<file path="src/rtl/fifo_rd_pkg.sv">
// rtl/fifo_rd_pkg.sv - shared types and defaults for the FIFO read-side stream block
package fifo_rd_pkg;

    // Read-side controller states
    typedef enum logic [1:0] {
        ST_IDLE = 2'd0,
        ST_RUN  = 2'd1,
        ST_STOP = 2'd2
    } state_e;

    localparam int DEF_DW        = 16;
    localparam int DEF_BURST_LEN = 8;
    localparam int DEF_CW        = 16;

    localparam int SKID_DEPTH = 2;

    // Index of the final word in a burst, sized to the burst counter
    function automatic logic [DEF_CW-1:0] last_index(input int burst_len);
        return DEF_CW'(burst_len - 1);
    endfunction

endpackage

</file>
<file path="src/rtl/fifo_rd_stream_if.sv">
// rtl/fifo_rd_stream_if.sv - valid/ready output stream carrying data and a burst-last flag
interface fifo_rd_stream_if
    import fifo_rd_pkg::*;
#(
    parameter int DW = DEF_DW
);
    logic [DW-1:0] m_data;
    logic          m_valid;
    logic          m_last;
    logic          m_ready;

    modport master (
        output m_data,
        output m_valid,
        output m_last,
        input  m_ready
    );

    modport slave (
        input  m_data,
        input  m_valid,
        input  m_last,
        output m_ready
    );
endinterface

</file>
<file path="src/rtl/fifo_rd_skid.sv">
// rtl/fifo_rd_skid.sv - 2-entry skid buffer absorbing the FIFO read latency
module fifo_rd_skid
    import fifo_rd_pkg::*;
#(
    parameter int DW = DEF_DW
) (
    input  logic          clk_b,
    input  logic          rst_n,
    input  logic          push_i,
    input  logic          pop_i,
    input  logic [DW-1:0] din_i,
    output logic [1:0]    occ_o,
    output logic [DW-1:0] head_o
);

    logic [DW-1:0] mem_q [SKID_DEPTH];
    logic          wr_ptr_q;
    logic          rd_ptr_q;
    logic [1:0]    occ_q;
    logic [1:0]    occ_d;

    // Occupancy moves by one on push-only or pop-only; simultaneous push/pop leaves it unchanged
    always_comb begin
        occ_d = occ_q;
        case ({push_i, pop_i})
            2'b10:   occ_d = occ_q + 2'd1;
            2'b01:   occ_d = occ_q - 2'd1;
            default: occ_d = occ_q;
        endcase
    end

    // Storage, pointers and occupancy; reset empties the buffer and zeroes the head word
    always_ff @(posedge clk_b or negedge rst_n) begin
        if (!rst_n) begin
            mem_q[0] <= '0;
            mem_q[1] <= '0;
            wr_ptr_q <= 1'b0;
            rd_ptr_q <= 1'b0;
            occ_q    <= 2'd0;
        end else begin
            if (push_i) begin
                mem_q[wr_ptr_q] <= din_i;
                wr_ptr_q        <= ~wr_ptr_q;
            end
            if (pop_i) begin
                rd_ptr_q <= ~rd_ptr_q;
            end
            occ_q <= occ_d;
        end
    end

    // Overflow/underflow guard: the issue logic upstream must never push into a full buffer
    always @(posedge clk_b) begin
        if (rst_n) begin
            assert (!(push_i && occ_q == 2'd2));
            assert (!(pop_i && occ_q == 2'd0));
        end
    end

    assign occ_o  = occ_q;
    assign head_o = mem_q[rd_ptr_q];

endmodule

</file>
<file path="src/rtl/fifo_rd_stream.sv">
// rtl/fifo_rd_stream.sv - drains the clk_b side of the dual-clock FIFO into a framed valid/ready stream
module fifo_rd_stream
    import fifo_rd_pkg::*;
#(
    parameter int DW        = DEF_DW,
    parameter int BURST_LEN = DEF_BURST_LEN,
    parameter int CW        = DEF_CW
) (
    input  logic                clk_b,
    input  logic                rst_n,
    input  logic                en,
    input  logic                empty,
    input  logic [DW-1:0]       dout_b,
    output logic                ren_b,
    fifo_rd_stream_if.master    m,
    output logic                busy,
    output logic [CW-1:0]       burst_cnt
);

    localparam logic [CW-1:0] LAST_IDX = CW'(BURST_LEN - 1);

    state_e        state_q;
    state_e        state_d;
    logic          inflight_q;
    logic          inflight_d;
    logic [CW-1:0] burst_cnt_q;
    logic [CW-1:0] burst_cnt_d;

    logic [1:0]    occ;
    logic [DW-1:0] head;
    logic          valid_w;
    logic          pop;
    logic [1:0]    occ_after_pop;
    logic [2:0]    slots_used;

    fifo_rd_skid #(
        .DW (DW)
    ) u_skid (
        .clk_b  (clk_b),
        .rst_n  (rst_n),
        .push_i (inflight_q),
        .pop_i  (pop),
        .din_i  (dout_b),
        .occ_o  (occ),
        .head_o (head)
    );

    assign valid_w   = (occ != 2'd0);
    assign pop       = valid_w && m.m_ready;
    assign m.m_valid = valid_w;
    assign m.m_data  = head;
    assign m.m_last  = valid_w && (burst_cnt_q == LAST_IDX);
    assign busy      = (state_q != ST_IDLE);
    assign burst_cnt = burst_cnt_q;

    // Read issue: a slot freed by this cycle's pop can be reused by a read issued in the same cycle,
    // and the word already in flight reserves one slot because it lands next cycle.
    always_comb begin
        occ_after_pop = occ - {1'b0, pop};
        slots_used    = {1'b0, occ_after_pop} + {2'b00, inflight_q};
        ren_b         = (state_q == ST_RUN) && !empty && (slots_used < 3'd2);
        inflight_d    = ren_b;
    end

    // Controller next state: STOP keeps presenting buffered words until nothing is left or en returns
    always_comb begin
        state_d = state_q;
        case (state_q)
            ST_IDLE: begin
                if (en) state_d = ST_RUN;
            end
            ST_RUN: begin
                if (!en) state_d = ST_STOP;
            end
            ST_STOP: begin
                if (en) begin
                    state_d = ST_RUN;
                end else if (occ == 2'd0 && !inflight_q) begin
                    state_d = ST_IDLE;
                end
            end
            default: state_d = ST_IDLE;
        endcase
    end

    // Burst framing: count accepted words, wrap after the last one; survives IDLE so pauses keep framing
    always_comb begin
        burst_cnt_d = burst_cnt_q;
        if (pop) begin
            if (burst_cnt_q == LAST_IDX) begin
                burst_cnt_d = '0;
            end else begin
                burst_cnt_d = burst_cnt_q + 1'b1;
            end
        end
    end

    // State, in-flight flag and burst counter registers
    always_ff @(posedge clk_b or negedge rst_n) begin
        if (!rst_n) begin
            state_q     <= ST_IDLE;
            inflight_q  <= 1'b0;
            burst_cnt_q <= '0;
        end else begin
            state_q     <= state_d;
            inflight_q  <= inflight_d;
            burst_cnt_q <= burst_cnt_d;
        end
    end

endmodule
</file>
<file path="src/flat_wrapper.sv">
// flat-port wrapper written by rule: the top's interface ports become plain ports
module fifo_rd_stream_flat import fifo_rd_pkg::*;
#(
    parameter int DW        = DEF_DW,
    parameter int BURST_LEN = DEF_BURST_LEN,
    parameter int CW        = DEF_CW
)
  (clk_b, rst_n, en, empty, dout_b, ren_b, busy, burst_cnt, m_m_data, m_m_valid, m_m_last, m_m_ready);
  fifo_rd_stream_if #(.DW(DW)) m_i ();
  input  logic clk_b;
  input  logic rst_n;
  input  logic en;
  input  logic empty;
  input  logic [DW-1:0] dout_b;
  output logic ren_b;
  output logic busy;
  output logic [CW-1:0] burst_cnt;
  output wire logic [$bits(m_i.m_data)-1:0] m_m_data;
  output wire logic [$bits(m_i.m_valid)-1:0] m_m_valid;
  output wire logic [$bits(m_i.m_last)-1:0] m_m_last;
  input wire logic [$bits(m_i.m_ready)-1:0] m_m_ready;
  assign m_m_data = m_i.m_data;
  assign m_m_valid = m_i.m_valid;
  assign m_m_last = m_i.m_last;
  assign m_i.m_ready = m_m_ready;
  fifo_rd_stream #(.DW(DW), .BURST_LEN(BURST_LEN), .CW(CW)) u_core (.clk_b(clk_b), .rst_n(rst_n), .en(en), .empty(empty), .dout_b(dout_b), .ren_b(ren_b), .m(m_i), .busy(busy), .burst_cnt(burst_cnt));
endmodule
</file>
<file path="config.mk">
export PLATFORM = sky130hd
export DESIGN_NAME = fifo_rd_stream_flat
export DESIGN_NICKNAME = d
export VERILOG_FILES = /design/src/rtl/fifo_rd_pkg.sv /design/src/rtl/fifo_rd_stream_if.sv /design/src/rtl/fifo_rd_skid.sv /design/src/rtl/fifo_rd_stream.sv /design/src/flat_wrapper.sv
export SDC_FILE = /design/constraint.sdc
export NUM_CORES = 1
export LEC_CHECK = 0
export CORE_MARGIN = 10
export CORE_UTILIZATION = 35
export CTS_BUF_LIST = sky130_fd_sc_hd__clkbuf_16
export DETAILED_ROUTE_END_ITERATION = 12
export HOLD_SLACK_MARGIN = 0.08
export MAX_ROUTING_LAYER = met4
export PLACE_DENSITY = 0.58
export REMOVE_ABC_BUFFERS = 1
export SYNTH_ARGS = -nofsm -noshare
export SYNTH_HDL_FRONTEND = slang
export SYNTH_SLANG_ARGS = --single-unit
export TNS_END_PERCENT = 1
</file>
<file path="constraint.sdc">
create_clock -name clk_b -period 1.62 [get_ports clk_b]
set_input_delay 0.162 -clock clk_b [delete_from_list [all_inputs] [get_ports clk_b]]
set_output_delay 0.162 -clock clk_b [all_outputs]
set_load 0.05 [all_outputs]
</file>
# == Yosys cells after proc, flatten, opt, wreduce, memory -nomap -nowiden ==
# Index checks and enable logic that the tools add are counted.
# totals
reg_bits,55
in_bits,21
out_inout_bits,36
elab_cells,56
# op_classes
add_sub_neg,5
n_lt_le_gt_ge,4
n_eq_ne,8
mux,13
bitwise_logic,4
n_reduce_logical,14
# op_table
cell,n
16-bit two-way mux,5
32-bit bitwise mux,1
16-bit by 1-bit adder with 16-bit output (second input constant),1
16-bit demux with 1-bit select,1
16-bit by 3-bit == test with 1-bit output (second input constant),1
2-bit two-way mux,4
1-bit logical AND,6
2-bit case mux with 3 select lines,1
2-bit nonzero test,3
2-bit by 1-bit == test with 1-bit output (second input constant),2
2-bit == test (second input constant),2
2-bit greater-or-equal comparator (second input constant),2
2-bit logical NOT,2
2-bit != test (second input constant),2
1-bit NOT with 2-bit output,2
2-bit case mux with 2 select lines,1
2-bit by 1-bit adder with 3-bit output,1
3-bit by 2-bit < comparator with 1-bit output (second input constant),1
3-bit by 2-bit != test with 1-bit output (second input constant),1
3-bit AND reduction,1
2-bit by 1-bit adder with 2-bit output (second input constant),1
1-bit logical NOT,2
2-bit by 1-bit < comparator with 1-bit output (second input constant),1
1-bit NOT,2
2 further kinds,2

# == Logic depth before layout (Yosys ltp) ==
# Gate-level depths: netlist of run 1.
# depth
ltp_word,6
mapped_depth,5

# == By module ==
# A second synthesis of run 1 with hierarchy kept.
# unflattened
hier_cells,181
hier_area_um2,2473.6
# modules_own_cells
module,instances,cells_per_inst,area_per_inst_um2,seq_area_each_um2
fifo_rd_skid,1,98,1555.2,900.9
fifo_rd_stream,1,83,918.4,475.5

# == Least setup slack after synthesis of run 1 ==
# No wires, ideal clock.
# synth_timing
kind,reg-to-output
start,register u_core.burst_cnt_q[0] (netlist: u_core.burst_cnt[0])
end,output port m_m_last
arrival_ps,2064
required_ps,1458
slack_ps,-606
stages_incl_launch_ff,5
path_buffers,0
cell_sequence,dfrtp_1 -> ha_1 -> nor4bb_1 -> nand4_1 -> nor2b_1
# synth_between
elab_chain_cells,2
# synth_lines
item,line_no,rtl
start: declaration,fifo_rd_stream.sv:26,logic [CW-1:0] burst_cnt_q;
start signal: assignment,fifo_rd_stream.sv:107,burst_cnt_q <= burst_cnt_d;
16-bit by 3-bit == test with 1-bit output,fifo_rd_stream.sv:52,assign m.m_last = valid_w && (burst_cnt_q == LAST_IDX);
1-bit logical AND,fifo_rd_stream.sv:52,
end: declaration,flat_wrapper.sv:20,output wire logic [$bits(m_i.m_last)-1:0] m_m_last;
# Every way passes these cells.

# == Worst setup path in the final report of run 1 ==
# Same ends and word-level chain as after synthesis.

==> results of run 1 <==
critical path, stage by stage (launching register included):
cell	delay (ps)
dfrtp_1	400
ha_4	170
nor4bb_4	180
nand4_1	170
nor2b_2	190
buf_12	150
kinds of logic (layout without fill, tap and decap cells):
logic type | count (synthesis) | count (layout) | synth area share
DFF | 55 | 55 | 0.557
and+or+nand+nor | 45 | 45 | 0.118
adders and majority gates | 1 | 1 | 0.00506
xor gates and xnor gates | 16 | 16 | 0.0567
muxes | 48 | 48 | 0.219
buffers and inverters | 8 | 97 | 0.0157
AOI/OAI and AO/OA | 11 | 11 | 0.0288
per-layer routing:
metal,vias to the layer above,global-route usage,part of all wire
li1,827,-,-
met1,834,0.134,0.49
met2,45,0.168,0.47
met3,4,0.0279,0.032
met4,0,0.0239,0.0069
met5,-,-,0
stage by stage:
step	hold WS (ps)	worst slack (ps)	std cells	setup TNS [ps]	util
2_1_floorplan	-134	-606	178	-4290	-
3_3_place_gp	187	30.8	356	0	0.481
3_5_place_dp	187	-8.40	356	-8.40	0.481
4_1_cts	415	-118	365	-118	0.514
5_1_grt	441	-211	369	-218	0.519
6_report	397	-87.5	369	-87.5	0.519
power breakdown:
| group | switching [mW] | internal (mW) | leakage [nW] |
|---|---|---|---|
| Combinational | 2.03 | 1.45 | 0.840 |
| Clock | 0.466 | 0.721 | 0.0812 |
| Sequential | 0.267 | 1.87 | 0.675 |
| Total | 2.76 | 4.04 | 1.60 |
area by class of cell:
cell class,count,area share
well taps,96,0.0339
clock buffers,5,0.0353
multi-input cells,121,0.313
flip-flops and latches,55,0.389
repair buffers,87,0.216
inverters,2,0.00212
clock inverters,3,0.0109
registers in the layout, summed over array words and instances (netlist names):
signal / count
u_core.u_skid.rd_ptr_q: 1
u_core.u_skid.wr_ptr_q: 1
u_core.u_skid.mem_q: 32
u_core.inflight_q: 1
u_core.burst_cnt: 16
u_core.u_skid.occ_o: 2
u_core.state_q: 2
worst max-delay path by stage:
stage / start / endpoint / slack, ps / depth (start not counted)
after floorplan: u_core.burst_cnt[0] / m_m_last / -610 / 4
after global placement: u_core.burst_cnt[9] / m_m_last / 30 / 4
after detailed placement: m_m_ready / u_core.burst_cnt[14] / -8 / 5
after CTS: u_core.burst_cnt[9] / m_m_last / -120 / 4
after global routing: u_core.burst_cnt[0] / m_m_last / -210 / 5
final: u_core.burst_cnt[0] / m_m_last / -90 / 5
what timing repair did:
| item | CTS | global route |
|---|---|---|
| gates resized for setup | 10 | 3 |
| pin swaps | 2 | 2 |
| hold buffers | 1 | 0 |
| endpoints found under the setup margin | 2 | 12 |
| hold endpoints to repair | 55 | 0 |
| setup buffers | 0 | 4 |
cell usage in the layout, fill, tap and decap left out, drive strengths merged, types with 2 or more instances in the layout:
cell | synthesis | layout
clkdlybuf4s50 | 0 | 19
inv | 2 | 2
dfrtp | 55 | 55
nor2 | 3 | 3
nand4 | 4 | 4
and2 | 2 | 2
nand3 | 9 | 9
clkinv | 0 | 2
o21ai | 6 | 6
nor2b | 3 | 3
nand2 | 9 | 9
xnor2 | 9 | 9
nor3 | 3 | 3
nor4 | 4 | 4
nand2b | 2 | 2
mux2 | 48 | 48
buf | 5 | 67
clkbuf | 1 | 5
xor2 | 7 | 7
or2 | 3 | 3
a21oi | 3 | 3
==> impl_metrics.env, run 1 <==
export IMPL_grt_overflow_total=0
export IMPL_io_buffers=56
export IMPL_yosysTopAreaCellShare=0.557
export IMPL_ir_drop_mv=0.833
export IMPL_vias=1710
export IMPL_rows=30
export IMPL_finalCritPeriodShare=1.05
export IMPL_track_usage=0.107
export IMPL_clkSinkCount=55
export IMPL_arrival_ps=1550
export IMPL_pin_count=57
export IMPL_clockRootBuffer="clkbuf_16"
export IMPL_avgSynthCellArea_um2=13.4
export IMPL_finClkSkew_ps=4.28
export IMPL_layout_min_cycle_time_ps=1710
export IMPL_cp_data_required_time_ps=1460
export IMPL_cp_max_fo=3
export IMPL_grt_setup_unrepaired="true"
export IMPL_setup_slack_ps=-87.5
export IMPL_drcViolationCount=0
export IMPL_reg2reg_setup_slack_ps=120
export IMPL_p_leak_nw=1.60
export IMPL_power_mw=6.80
export IMPL_insertion_delay_ps=290
export IMPL_grt_max_degree=56
export IMPL_seqCellArea_um2=1380
export IMPL_die_w_um=104
export IMPL_multi_input_area_um2=1110
export IMPL_maxSlewViolCount=0
export IMPL_cp_end_kind="primary output"
export IMPL_synth_top_area_cell="dfrtp_1"
export IMPL_start_util=0.362
export IMPL_clkTransAtPathRegs_ps=70
export IMPL_synth_edf_count=0
export IMPL_maxCapViolations=0
export IMPL_hold_violations=0
export IMPL_synth_common_cells="dfrtp_1, mux2_2, nand2_1, nand3_1, xnor2_1"
export IMPL_worst_r2r_path_depth=7
export IMPL_dieArea_um2=10800
export IMPL_die_h_um=104
export IMPL_ys_top_cells_by_area="dfrtp_1, mux2_2, xnor2_1"
export IMPL_htreeDepth=2
export IMPL_synth_warnings=0
export IMPL_min_path_type="primary input to asynchronous set/reset pin"
export IMPL_startpoint_type="flip-flop"
export IMPL_postRouteWirelength_mm=5.53
export IMPL_final_area_um2=3550
export IMPL_num_antenna_cells=0
export IMPL_grt_pass1_vias=1787
export IMPL_violations="negative setup slack"
export IMPL_ys_seq_area_frac=0.557
export IMPL_regToRegEndpoint="u_core.burst_cnt[3]"
export IMPL_place_area_um2=3280
export IMPL_clock_path_buffers=2
export IMPL_outcome="finished with violations"
export IMPL_core_area_um2=6830
export IMPL_synth_most_common_cell="dfrtp_1"
export IMPL_cts_tree="built"
export IMPL_synth_area_um2=2470
export IMPL_drtIter0Drc=22
export IMPL_fillers=615
export IMPL_synthCells=184
export IMPL_ant_nets=0
export IMPL_power_density_nw_per_um2=1920
export IMPL_crit_type="flip-flop to primary output"
export IMPL_vias_per_cell=4.63
export IMPL_synthArstFlopShare=1.00
export IMPL_setup_viol=1
export IMPL_maxSlewHeadroom=0.802
export IMPL_gp_congestion=0.756
export IMPL_grt_pass1_wl_mm=9.28
export IMPL_synth_seq_cells=55
export IMPL_antenna_found_initial=0
export IMPL_yosys_most_used_dff="dfrtp_1"
export IMPL_worst_slew_pin_transition_ps=298
export IMPL_cts_buffers_inserted=5
export IMPL_wl_per_cell_um=15.0
export IMPL_final_nets=294
export IMPL_ys_types=31
export IMPL_area_growth_pct=43.5
export IMPL_layout_drive_gt1_share=0.505
export IMPL_timing_fmax_ghz=0.586
export IMPL_hpwl_mm=4.07
export IMPL_r2r_start="u_core.burst_cnt[0]"
export IMPL_drtPass1Iterations=4
Note: power is estimated with default switching activity, not from simulation.
==> run 2: changes to the inputs <==
Settings changed: SLEW_MARGIN set to 20.
==> results of run 2 <==
The final DEF is identical to that of run 1; final timing and power are the same.
==> run 3: changes to the inputs <==
Settings changed: REMOVE_ABC_BUFFERS 1 to unset.
==> impl_metrics.env, run 3 (synthesis results as in run 1) <==
export IMPL_pin_count=57
export IMPL_drtIter0Drc=38
export IMPL_postRouteWirelength_mm=5.47
export IMPL_wl_per_cell_um=15.1
export IMPL_drcViolationCount=0
export IMPL_cts_tree="built"
export IMPL_regMostFlops="u_core.u_skid.mem_q"
export IMPL_grt_overflow_total=0
export IMPL_start_util=0.362
export IMPL_drtPass1Iterations=4
export IMPL_final_nets=288
export IMPL_power_density_nw_per_um2=1910
export IMPL_path_cells="nor4_1, nand4_1, nor2b_2, buf_12"
export IMPL_ant_nets=0
export IMPL_cp_end_kind="primary output"
export IMPL_timing_fmax_ghz=0.572
export IMPL_crit_type="flip-flop to primary output"
export IMPL_clockRootBuffer="clkbuf_16"
export IMPL_ir_drop_mv=0.989
export IMPL_cpMaxStageDelayCell="dfrtp_1"
export IMPL_htreeDepth=2
export IMPL_min_path_type="primary input to asynchronous set/reset pin"
export IMPL_maxSlewHeadroom=0.800
export IMPL_setup_slack_ps=-129
export IMPL_clkSinkCount=55
export IMPL_die_w_um=104
export IMPL_hpwl_mm=3.91
export IMPL_maxSlewViolCount=0
export IMPL_core_area_um2=6830
export IMPL_stdcell_count=363
export IMPL_die_h_um=104
export IMPL_rows=30
export IMPL_insertion_delay_ps=290
export IMPL_hold_violations=0
export IMPL_grt_setup_unrepaired="true"
export IMPL_finalCritPeriodShare=1.08
export IMPL_most_common_layout_cells="dfrtp_1, buf_4, mux2_2, clkdlybuf4s50_1"
export IMPL_fillers=636
export IMPL_cp_num_buf_inv=1
export IMPL_grt_max_degree=56
export IMPL_clkTransAtPathRegs_ps=70
export IMPL_gp_congestion=0.759
export IMPL_outcome="finished with violations"
export IMPL_io_buffers=56
export IMPL_worst_slew_pin_transition_ps=299
export IMPL_dieArea_um2=10800
export IMPL_vias=1691
export IMPL_dp_slack_ps=-20.0
export IMPL_clock_path_buffers=2
export IMPL_layout_min_cycle_time_ps=1750
export IMPL_cts_buffers_inserted=5
export IMPL_layout_drive_gt1_share=0.487
export IMPL_arrival_ps=1590
export IMPL_max_stage_delay_ps=410
export IMPL_vias_per_cell=4.66
export IMPL_grt_pass1_vias=1786
export IMPL_area_growth_pct=40.2
export IMPL_largest_reg_flops=32
export IMPL_power_mw=6.62
export IMPL_cp_data_required_time_ps=1460
export IMPL_cp_max_fo=4
export IMPL_crit_family="simple AND/OR/NAND/NOR gates"
export IMPL_track_usage=0.106
export IMPL_num_antenna_cells=0
export IMPL_placedCellCount=353
export IMPL_layout_commonest_cell="dfrtp_1"
export IMPL_holdWs_ps=390
export IMPL_grt_pass1_wl_mm=9.26
export IMPL_violations="negative setup slack"
export IMPL_startpoint_type="flip-flop"
export IMPL_place_area_um2=3280
export IMPL_antenna_found_initial=0
export IMPL_maxCapViolations=0
export IMPL_p_leak_nw=1.56
export IMPL_setup_viol=2
export IMPL_finClkSkew_ps=7.83
export IMPL_syn_num_nets=206
export IMPL_final_area_um2=3470
## run 3: cell count changes in the layout (fill, tap and decap cells not counted), moves of 2 or more
cell | before | now
nor4_1 | 0 | 2
dfrtp_1 | 53 | 55
dfrtp_2 | 2 | 0
buf_4 | 60 | 54
## run 3: worst paths after layout
path,start,end,slack [ps],cells after the start
worst max-delay path,u_core.burst_cnt[9],m_m_last,-130,4
worst min-delay path,rst_n,u_core.u_skid.mem_q[0],390,3
worst max register to register,u_core.burst_cnt[1],u_core.burst_cnt[14],160,6
worst min register to register,u_core.state_q[1],u_core.state_q[0],500,1
max in group asynchronous,rst_n,u_core.u_skid.mem_q[23],970,3
min in group clk_b,en,u_core.state_q[1],420,2
## run 3: what timing repair did
action | CTS | global route
pin swaps | 1 | 1
gates resized for setup | 3 | 0
hold buffers | 1 | 0
buffers inserted | 0 | 1
gates cloned | 0 | 0
endpoints found under the hold margin | 55 | 0
endpoints found under the setup margin | 2 | 5
## run 3: layer usage
layer | GRT usage | share of wire
met5 | - | 0
met4 | 0.0318 | 0.011
met3 | 0.0254 | 0.034
met2 | 0.162 | 0.47
met1 | 0.137 | 0.49
## run 3: final cells by class
class,count,area [µm²],share of cell area
clock buffers,5,125,0.0361
inverters,2,7.51,0.00217
repair buffers,81,731,0.211
clock inverters,3,22.5,0.00650
multi-input cells,121,1080,0.313
well taps,96,120,0.0346
flip-flops and latches,55,1380,0.397
## run 3: through the flow
stage | utilization | TNS, ps
6_report | 0.508 | -130
5_1_grt | 0.508 | -335
4_1_cts | 0.506 | -186
3_5_place_dp | 0.481 | -20.0
3_3_place_gp | 0.481 | 0
2_1_floorplan | - | -1180
## run 3: power breakdown
part           internal, mW  switching (mW)
Clock                 0.579           0.496
Combinational          1.40            2.02
Sequential             1.87           0.260
## run 3: worst reg2reg max path, stage by stage (launching register included)
cell and delay [ps]:
dfrtp_1 370, ha_2 200, buf_4 130, o2111ai_2 160, nor4_4 220, nand3_1 130, xnor2_1 140
